<file path="config.mk">
export PLATFORM = sky130hd
export DESIGN_NAME = pipe_hazard_ctrl
export DESIGN_NICKNAME = d
export VERILOG_FILES = /design/src/rtl/pipe_ctrl_pkg.sv /design/src/rtl/fwd_unit.sv /design/src/rtl/pipe_hazard_ctrl.sv
export SDC_FILE = /design/constraint.sdc
export NUM_CORES = 1
export LEC_CHECK = 0
export BUFFER_PORTS_ARGS = -buffer_cell sky130_fd_sc_hd__buf_4
export CAP_MARGIN = 30
export CORE_AREA = 4 4 76 78
export CTS_CLUSTER_SIZE = 20
export DETAILED_ROUTE_END_ITERATION = 16
export DIE_AREA = 0 0 80 82
export PLACE_DENSITY_LB_ADDON = 0.3
export SYNTH_ARGS = -nofsm -noshare
export SYNTH_HDL_FRONTEND = slang
export SYNTH_SLANG_ARGS = --single-unit
</file>
<file path="constraint.sdc">
create_clock -name clock -period 2.2 [get_ports clock]
set_clock_uncertainty 0.1 [all_clocks]
set_input_delay 0.44 -clock clock [delete_from_list [all_inputs] [get_ports clock]]
set_output_delay 0.44 -clock clock [all_outputs]
set_load 0.005 [all_outputs]
</file>
<file path="src/rtl/pipe_ctrl_pkg.sv">
// Shared types for the RSA ASIP pipeline hazard/control unit.
package pipe_ctrl_pkg;

   typedef enum logic [1:0] {
      FWD_REG = 2'b00,
      FWD_MEM = 2'b01,
      FWD_WB  = 2'b10
   } fwd_sel_t;

   typedef enum logic {
      RUN     = 1'b0,
      MC_WAIT = 1'b1
   } state_t;

endpackage

</file>
<file path="src/rtl/fwd_unit.sv">
// EX operand forwarding select for one source operand; MEM ALU result beats WB data.
module fwd_unit
   import pipe_ctrl_pkg::*;
#(
   parameter int unsigned RW       = 5,
   parameter bit          ZERO_REG = 1'b1
) (
   input  logic [RW-1:0] src,
   input  logic [RW-1:0] rw_mem,
   input  logic [RW-1:0] rw_wb,
   input  logic          wr_en_mem,
   input  logic          wd_sel_mem,
   input  logic          wr_en_wb,
   output fwd_sel_t      sel
);

   function automatic logic reg_match(input logic [RW-1:0] x, input logic [RW-1:0] y);
      return (x == y) && !(ZERO_REG && (y == '0));
   endfunction

   // A load still in MEM has no data yet, so only ALU results forward from MEM.
   always_comb begin
      sel = FWD_REG;
      if (wr_en_mem && !wd_sel_mem && reg_match(src, rw_mem)) begin
         sel = FWD_MEM;
      end else if (wr_en_wb && reg_match(src, rw_wb)) begin
         sel = FWD_WB;
      end
   end

endmodule

</file>
<file path="src/rtl/pipe_hazard_ctrl.sv">
// Hazard and pipeline-control unit: forwarding, load-use stalls, branch flushes,
// multicycle-EX holds with timeout, and saturating stall/flush counters.
module pipe_hazard_ctrl
   import pipe_ctrl_pkg::*;
#(
   parameter int unsigned RW       = 5,
   parameter int unsigned CW       = 16,
   parameter int unsigned MC_MAX   = 64,
   parameter bit          ZERO_REG = 1'b1
) (
   input  logic          clock,
   input  logic          reset,
   input  logic [RW-1:0] ra_id,
   input  logic [RW-1:0] rb_id,
   input  logic [RW-1:0] ra_ex,
   input  logic [RW-1:0] rb_ex,
   input  logic [RW-1:0] rw_ex,
   input  logic [RW-1:0] rw_mem,
   input  logic [RW-1:0] rw_wb,
   input  logic          wr_en_ex,
   input  logic          wr_en_mem,
   input  logic          wr_en_wb,
   input  logic          wd_sel_ex,
   input  logic          wd_sel_mem,
   input  logic          branch_taken,
   input  logic          mc_start,
   input  logic          mc_done,
   output logic          pc_stall,
   output logic          ifid_stall,
   output logic          idex_hold,
   output logic          idex_bubble,
   output logic          ifid_flush,
   output logic          idex_flush,
   output logic [1:0]    fwd_a,
   output logic [1:0]    fwd_b,
   output logic          busy,
   output logic          mc_err,
   output logic [CW-1:0] stall_cnt,
   output logic [CW-1:0] flush_cnt
);

   localparam int unsigned TW = $clog2(MC_MAX + 1);

   state_t        state;
   logic [TW-1:0] tmo;
   logic          lu;
   logic          mc_stall;
   fwd_sel_t      sel_a;
   fwd_sel_t      sel_b;

   function automatic logic reg_match(input logic [RW-1:0] x, input logic [RW-1:0] y);
      return (x == y) && !(ZERO_REG && (y == '0));
   endfunction

   fwd_unit #(.RW(RW), .ZERO_REG(ZERO_REG)) u_fwd_a (
      .src(ra_ex), .rw_mem(rw_mem), .rw_wb(rw_wb), .wr_en_mem(wr_en_mem),
      .wd_sel_mem(wd_sel_mem), .wr_en_wb(wr_en_wb), .sel(sel_a)
   );

   fwd_unit #(.RW(RW), .ZERO_REG(ZERO_REG)) u_fwd_b (
      .src(rb_ex), .rw_mem(rw_mem), .rw_wb(rw_wb), .wr_en_mem(wr_en_mem),
      .wd_sel_mem(wd_sel_mem), .wr_en_wb(wr_en_wb), .sel(sel_b)
   );

   assign fwd_a = reset ? FWD_REG : sel_a;
   assign fwd_b = reset ? FWD_REG : sel_b;

   // Pipe-register controls; priority reset > multicycle > branch > load-use.
   always_comb begin
      pc_stall    = 1'b0;
      ifid_stall  = 1'b0;
      idex_hold   = 1'b0;
      idex_bubble = 1'b0;
      ifid_flush  = 1'b0;
      idex_flush  = 1'b0;
      busy        = 1'b0;
      lu          = wr_en_ex && wd_sel_ex &&
                    (reg_match(ra_id, rw_ex) || reg_match(rb_id, rw_ex));
      mc_stall    = (state == MC_WAIT) ? !mc_done : (mc_start && !mc_done);
      if (reset) begin
         ifid_flush = 1'b1;
         idex_flush = 1'b1;
      end else if (state == MC_WAIT) begin
         pc_stall   = mc_stall;
         ifid_stall = mc_stall;
         idex_hold  = mc_stall;
         busy       = mc_stall;
      end else if (mc_stall) begin
         pc_stall   = 1'b1;
         ifid_stall = 1'b1;
         idex_hold  = 1'b1;
      end else if (branch_taken) begin
         ifid_flush = 1'b1;
         idex_flush = 1'b1;
      end else if (lu) begin
         pc_stall    = 1'b1;
         ifid_stall  = 1'b1;
         idex_bubble = 1'b1;
      end
   end

   always_ff @(posedge clock) begin
      if (reset) begin
         state     <= RUN;
         tmo       <= '0;
         mc_err    <= 1'b0;
         stall_cnt <= '0;
         flush_cnt <= '0;
      end else begin
         case (state)
            RUN: begin
               if (mc_start && !mc_done) begin
                  state <= MC_WAIT;
                  tmo   <= TW'(1);
               end
            end
            MC_WAIT: begin
               if (mc_done) begin
                  state <= RUN;
               end else if (tmo == TW'(MC_MAX)) begin
                  state  <= RUN;
                  mc_err <= 1'b1;
               end else begin
                  tmo <= tmo + TW'(1);
               end
            end
            default: state <= RUN;
         endcase
         if (pc_stall && (stall_cnt != '1)) begin
            stall_cnt <= stall_cnt + CW'(1);
         end
         if (ifid_flush && (flush_cnt != '1)) begin
            flush_cnt <= flush_cnt + CW'(1);
         end
      end
   end

endmodule

</file>
**Yosys cells after proc, flatten, opt, wreduce, memory -nomap -nowiden**

Index checks and enable logic that the tools add are counted.

- Add/subtract/negate cells: 3
- Eq/ne operators: 12
- Multiplexer cells: 32
- Bitwise gates (word level): 2
- Reduce and logical (&&, ||, !) cells: 27

Operator list:

| kind | number |
|---|---|
| $add A16 B1 Y16 const B | 2 |
| $ne A16 B16 Y1 const B | 2 |
| $eq A5 B5 Y1 | 6 |
| $mux W1 | 21 |
| $mux W7 | 3 |
| $logic_and A1 B1 Y1 | 16 |
| $logic_not A5 Y1 | 3 |
| $pmux W7 S2 | 1 |
| $mux W2 | 6 |
| $add A7 B1 Y7 const B | 1 |
| $eq A7 B7 Y1 const B | 1 |
| $ne A2 B2 Y1 const B | 3 |
| $reduce_and A3 Y1 | 2 |
| $logic_not A1 Y1 | 5 |
| $not A1 Y1 | 2 |
| $pmux W1 S2 | 1 |
| $logic_or A1 B1 Y1 | 1 |

- Register bits: 41
- Input bits: 45
- Word-level logic and storage cells: 81

**Logic depth before layout (Yosys ltp)**

- Depth in word-level cells: 11
- Depth in mapped cells: 8
- Depth with buffers taken out: 8

**By module**

A second synthesis with hierarchy kept.

- Cells, all modules: 306
- Area total of the unflattened synthesis: 2596.2 um^2

Modules (own cells, without submodules):

| module | times used | cells each | area each (um^2) | sequential area each (um^2) |
|---|---|---|---|---|
| pipe_hazard_ctrl | 1 | 264 | 2273.4 | 820.8 |
| fwd_unit | 2 | 21 | 161.4 | 0.0 |

**Worst setup path after synthesis**

No wires, ideal clock.

- Kind: input to output
- From: input rw_mem[1]
- To: output fwd_b[1]
- Data arrival time: 1.540 ns
- Required time: 1.660 ns
- Path slack: 0.120 ns
- Stages: 6
- Buffers on the path: 0
- Path through: or4_1 nor2_1 nor3b_1 nand4_1 nor3_1 nor4_1

- Cells in the longest elaborated chain, start to end: 6
- Elaborated cells between the ends (all ways): 7

Ends and longest elaborated chain:

| element | line | text |
|---|---|---|
| start: declaration | pipe_hazard_ctrl.sv:18 | `input logic [RW-1:0] rw_mem,` |
| $logic_not A5 Y1 | fwd_unit.sv:18 | `return (x == y) && !(ZERO_REG && (y == '0));` |
| $logic_not A1 Y1 | fwd_unit.sv:18 |  |
| $logic_and A1 B1 Y1 * | fwd_unit.sv:18 |  |
| $logic_and A1 B1 Y1 * | fwd_unit.sv:24 | `if (wr_en_mem && !wd_sel_mem && reg_match(src, rw_mem)) begin` |
| $mux W2 * | fwd_unit.sv:24 |  |
| $mux W2 * | pipe_hazard_ctrl.sv:66 | `assign fwd_b = reset ? FWD_REG : sel_b;` |
| end: declaration | pipe_hazard_ctrl.sv:35 | `output logic [1:0] fwd_b,` |

Every way passes the cells marked *; elsewhere a longest branch is shown, timed or not.

**Worst setup path in the final report**

- From: input rb_ex[1]
- To: output fwd_b[1]

- Cells in the longest elaborated chain, start to end: 6
- Elaborated cells between the ends (all ways): 9

Ends and longest elaborated chain:

| element | line | text |
|---|---|---|
| start: declaration | pipe_hazard_ctrl.sv:16 | `input logic [RW-1:0] rb_ex,` |
| $eq A5 B5 Y1 | fwd_unit.sv:18 |  |
| $logic_and A1 B1 Y1 | fwd_unit.sv:18 |  |
| $logic_and A1 B1 Y1 | fwd_unit.sv:26 | `end else if (wr_en_wb && reg_match(src, rw_wb)) begin` |
| $mux W2 | fwd_unit.sv:26 |  |
| $mux W2 * | fwd_unit.sv:24 |  |
| $mux W2 * | pipe_hazard_ctrl.sv:66 |  |

Marked as above.

==> impl_metrics.tcl <==
set metrics [dict create \
    area_delta_synth_final_pct 45.2 \
    worst_pin_slew_ps 649 \
    maxSlewViolCount 0 \
    worst_r2r_path_depth 6 \
    globalRouteTotalUtil 0.215 \
    port-buffer-count 88 \
    holdCritStartpoint "mc_done" \
    seq_power_share 0.453 \
    num-fill-cells 444 \
    place_congestion 0.847 \
    violated_checks "setup timing" \
    synth_cell_types 47 \
    postRouteWirelength_um 6800 \
    die_ar_mm2 0.00656 \
    row_count 26 \
    whs_endpoint "tmo[1]" \
    clock_power_share 0.379 \
    grt_setup_unrepaired "true" \
    drc_violations 0 \
    post-dp-hpwl_um 5220 \
    netlist_area_mm2 0.00249 \
    worst_setup_path_category "input port to primary output" \
    die_width_um 80 \
    power_switching_share 0.242 \
    ys_ff_latch 41 \
    whs_path_depth 4 \
    synth_largest_type_area_fraction 0.329 \
    cp-start-kind "input port" \
    chipHeight_um 82 \
    grt_antenna_before_repair 0 \
    post_route_cells_drive_above_1_share 0.349 \
    antenna-diode-count 0 \
    max_cap_viol_count 0 \
    grt_pass1_vias 2524 \
    ys_async_sr_fraction 0 \
    dominantRegCellSynth "sky130_fd_sc_hd__dfxtp_1" \
    htreeDepth 2 \
    postLayoutCellArea_mm2 0.00362 \
    r2r-end "flush_cnt[12]" \
    yosys_warnings 0 \
    grt_overflow_total 0 \
    worstSetupEndpointType "primary output" \
    ir_worst_vdd_mv 0.243 \
    via_count 2598 \
    postCtsHoldBufs 0 \
    max-slew-margin-rel 0.567 \
    final.setup.worst_slack_ps -12.5 \
    worst_path_fanout_max 2 \
    leakage_nw 1.47 \
    floorplan.initialDensity 0.491 \
    outcome "finished with violations" \
    pwr-share-comb 0.169 \
    grt_pass1_wl_um 11200 \
    worst_skew_pair.late_latency_ps 300 \
    fin_total_pwr_mw 1.68 \
    worst-endpoint-arrival_ps 1670 \
    power.internal_mw 1.28 \
    vias_per_cell 5.23 \
    synthMostInstantiatedCell "sky130_fd_sc_hd__nor2_1" \
    tritoncts_buffer_count 5 \
    clock-root-buffer "sky130_fd_sc_hd__clkbuf_8" \
    hold_path_class "input port to register" \
    core-area_mm2 0.00507 \
    total_switching_power_mw 0.408 \
    worst-endpoint-required_ps 1660 \
    synth_common_cells "42 x sky130_fd_sc_hd__nor2_1, 41 x sky130_fd_sc_hd__dfxtp_1, 25 x sky130_fd_sc_hd__xnor2_1" \
    synth.avg_cell_area_um2 8.04 \
    layout_worst_path_cycle_share 1.01 \
    syn_inst 310 \
    synthDominantAreaCellType "sky130_fd_sc_hd__dfxtp_1" \
    cts_sinks 41 \
    first_iter_violations 118 \
    yosys-top-cells-area "sky130_fd_sc_hd__dfxtp_1 33%, sky130_fd_sc_hd__xnor2_1 8.8%, sky130_fd_sc_hd__xor2_1 8.1%" \
    post_synth_net_total 359 \
    critical_path.reg2reg.startpoint "flush_cnt[0]" \
    grt_start_max_net_pins 29 \
    synth_sequential_area_ratio 0.329 \
    clk_path_buf_depth 2 \
    utilization 0.713 \
    ff2ff_setup_slack_ps 130 \
    cts.clk_slew.worst_paths_ps 80 \
    nets 475 \
    power.density_mw_per_mm2 465 \
    achievable-frequency_mhz 452 \
    setup_viol 1 \
    cp-startpoint "rb_ex[1]" \
    hold_viol_final 0 \
    tritoncts "built" \
    wire_per_inst_um 13.7 \
    detailedRoute.firstPassIterationCount 4 \
    post-route-min-period_ps 2210 \
    detailed_place.area_mm2 0.00340 \
    antenna_left 0 \
    synth_edf_count 0 \
    floorplan.io_pins 89 \
]
## state kept, by name, indices dropped and copies added, names as in the netlist
register and cells:
state 1, mc_err 1, tmo 7, flush_cnt 16, stall_cnt 16
## how the worst max path moves through the flow
| stage | end | slack, ps | cells after the start |
|---|---|---|---|
| after CTS | fwd_b[1] | -20 | 8 |
| after detailed placement | fwd_b[1] | -150 | 8 |
| after global routing | fwd_b[1] | -90 | 8 |
| after global placement | fwd_b[1] | -160 | 8 |
| final | fwd_b[1] | -10 | 5 |
| after floorplan | fwd_b[1] | 120 | 6 |
## power by group through the flow
stage	sequential (mW)	combinational, mW	clock (mW)
6_report	0.762	0.284	0.637
5_1_grt	0.764	0.311	0.687
4_1_cts	0.762	0.273	0.653
3_5_place_dp	0.780	0.266	0
3_3_place_gp	0.779	0.258	0
2_1_floorplan	0.779	0.121	0
## cell families (layout without fill, tap and decap cells)
logic type	count (synthesis)	in the layout	synth area share
buf+inv	26	142	0.0472
compound gates	41	42	0.101
simple gates	143	143	0.303
fa+ha+maj	4	4	0.0201
flops	41	41	0.329
xor+xnor	48	48	0.169
mux	7	7	0.0301
## cell usage in the layout, fill, tap and decap left out, drive strengths merged, types with 10 or more instances in the layout
master  instances
a21oi          17
buf           118
dfxtp          41
inv            16
nand2          19
nand3          15
nand4          13
nor2           42
nor3           10
o21ai          12
or3            11
xnor2          25
xor2           23
## repair_timing
item,CTS,global route
resized for setup,7,11
setup buffers,1,0
pin swaps,5,1
cloned,0,1
endpoints found under the setup margin,2,12
## routing by layer
metal / global-route usage / up-vias / part of all wire
met5: 0 / - / 0
met4: 0.0676 / 0 / 0.016
met3: 0.0636 / 8 / 0.084
met2: 0.374 / 91 / 0.48
met1: 0.253 / 1183 / 0.42
li1: - / 1316 / -
## critical path: stages
cell and delay, ps:
sky130_fd_sc_hd__buf_4 120, sky130_fd_sc_hd__xor2_1 130, sky130_fd_sc_hd__or4_1 540, sky130_fd_sc_hd__nor4_2 290
sky130_fd_sc_hd__buf_4 150
## stage by stage
stage / TNS (ps) / hold WS, ps / std cells / setup WS, ps
floorplan: 0 / 361 / 310 / 120
global placement: -401 / 356 / 487 / -161
detailed placement: -469 / 368 / 487 / -153
CTS: -23.5 / 378 / 496 / -23.5
global route: -151 / 419 / 497 / -88.1
finish: -12.5 / 383 / 497 / -12.5
## final cells by class
cell class	instances	area, um^2	area share
inverters	16	60.1	0.0166
repair buffers	118	912	0.252
multi-input cells	244	1620	0.447
clock buffers	6	82.6	0.0228
flip-flops and latches	41	821	0.227
clock inverters	2	37.5	0.0104
well taps	70	87.6	0.0242
Power figures use the tool's default switching activity.
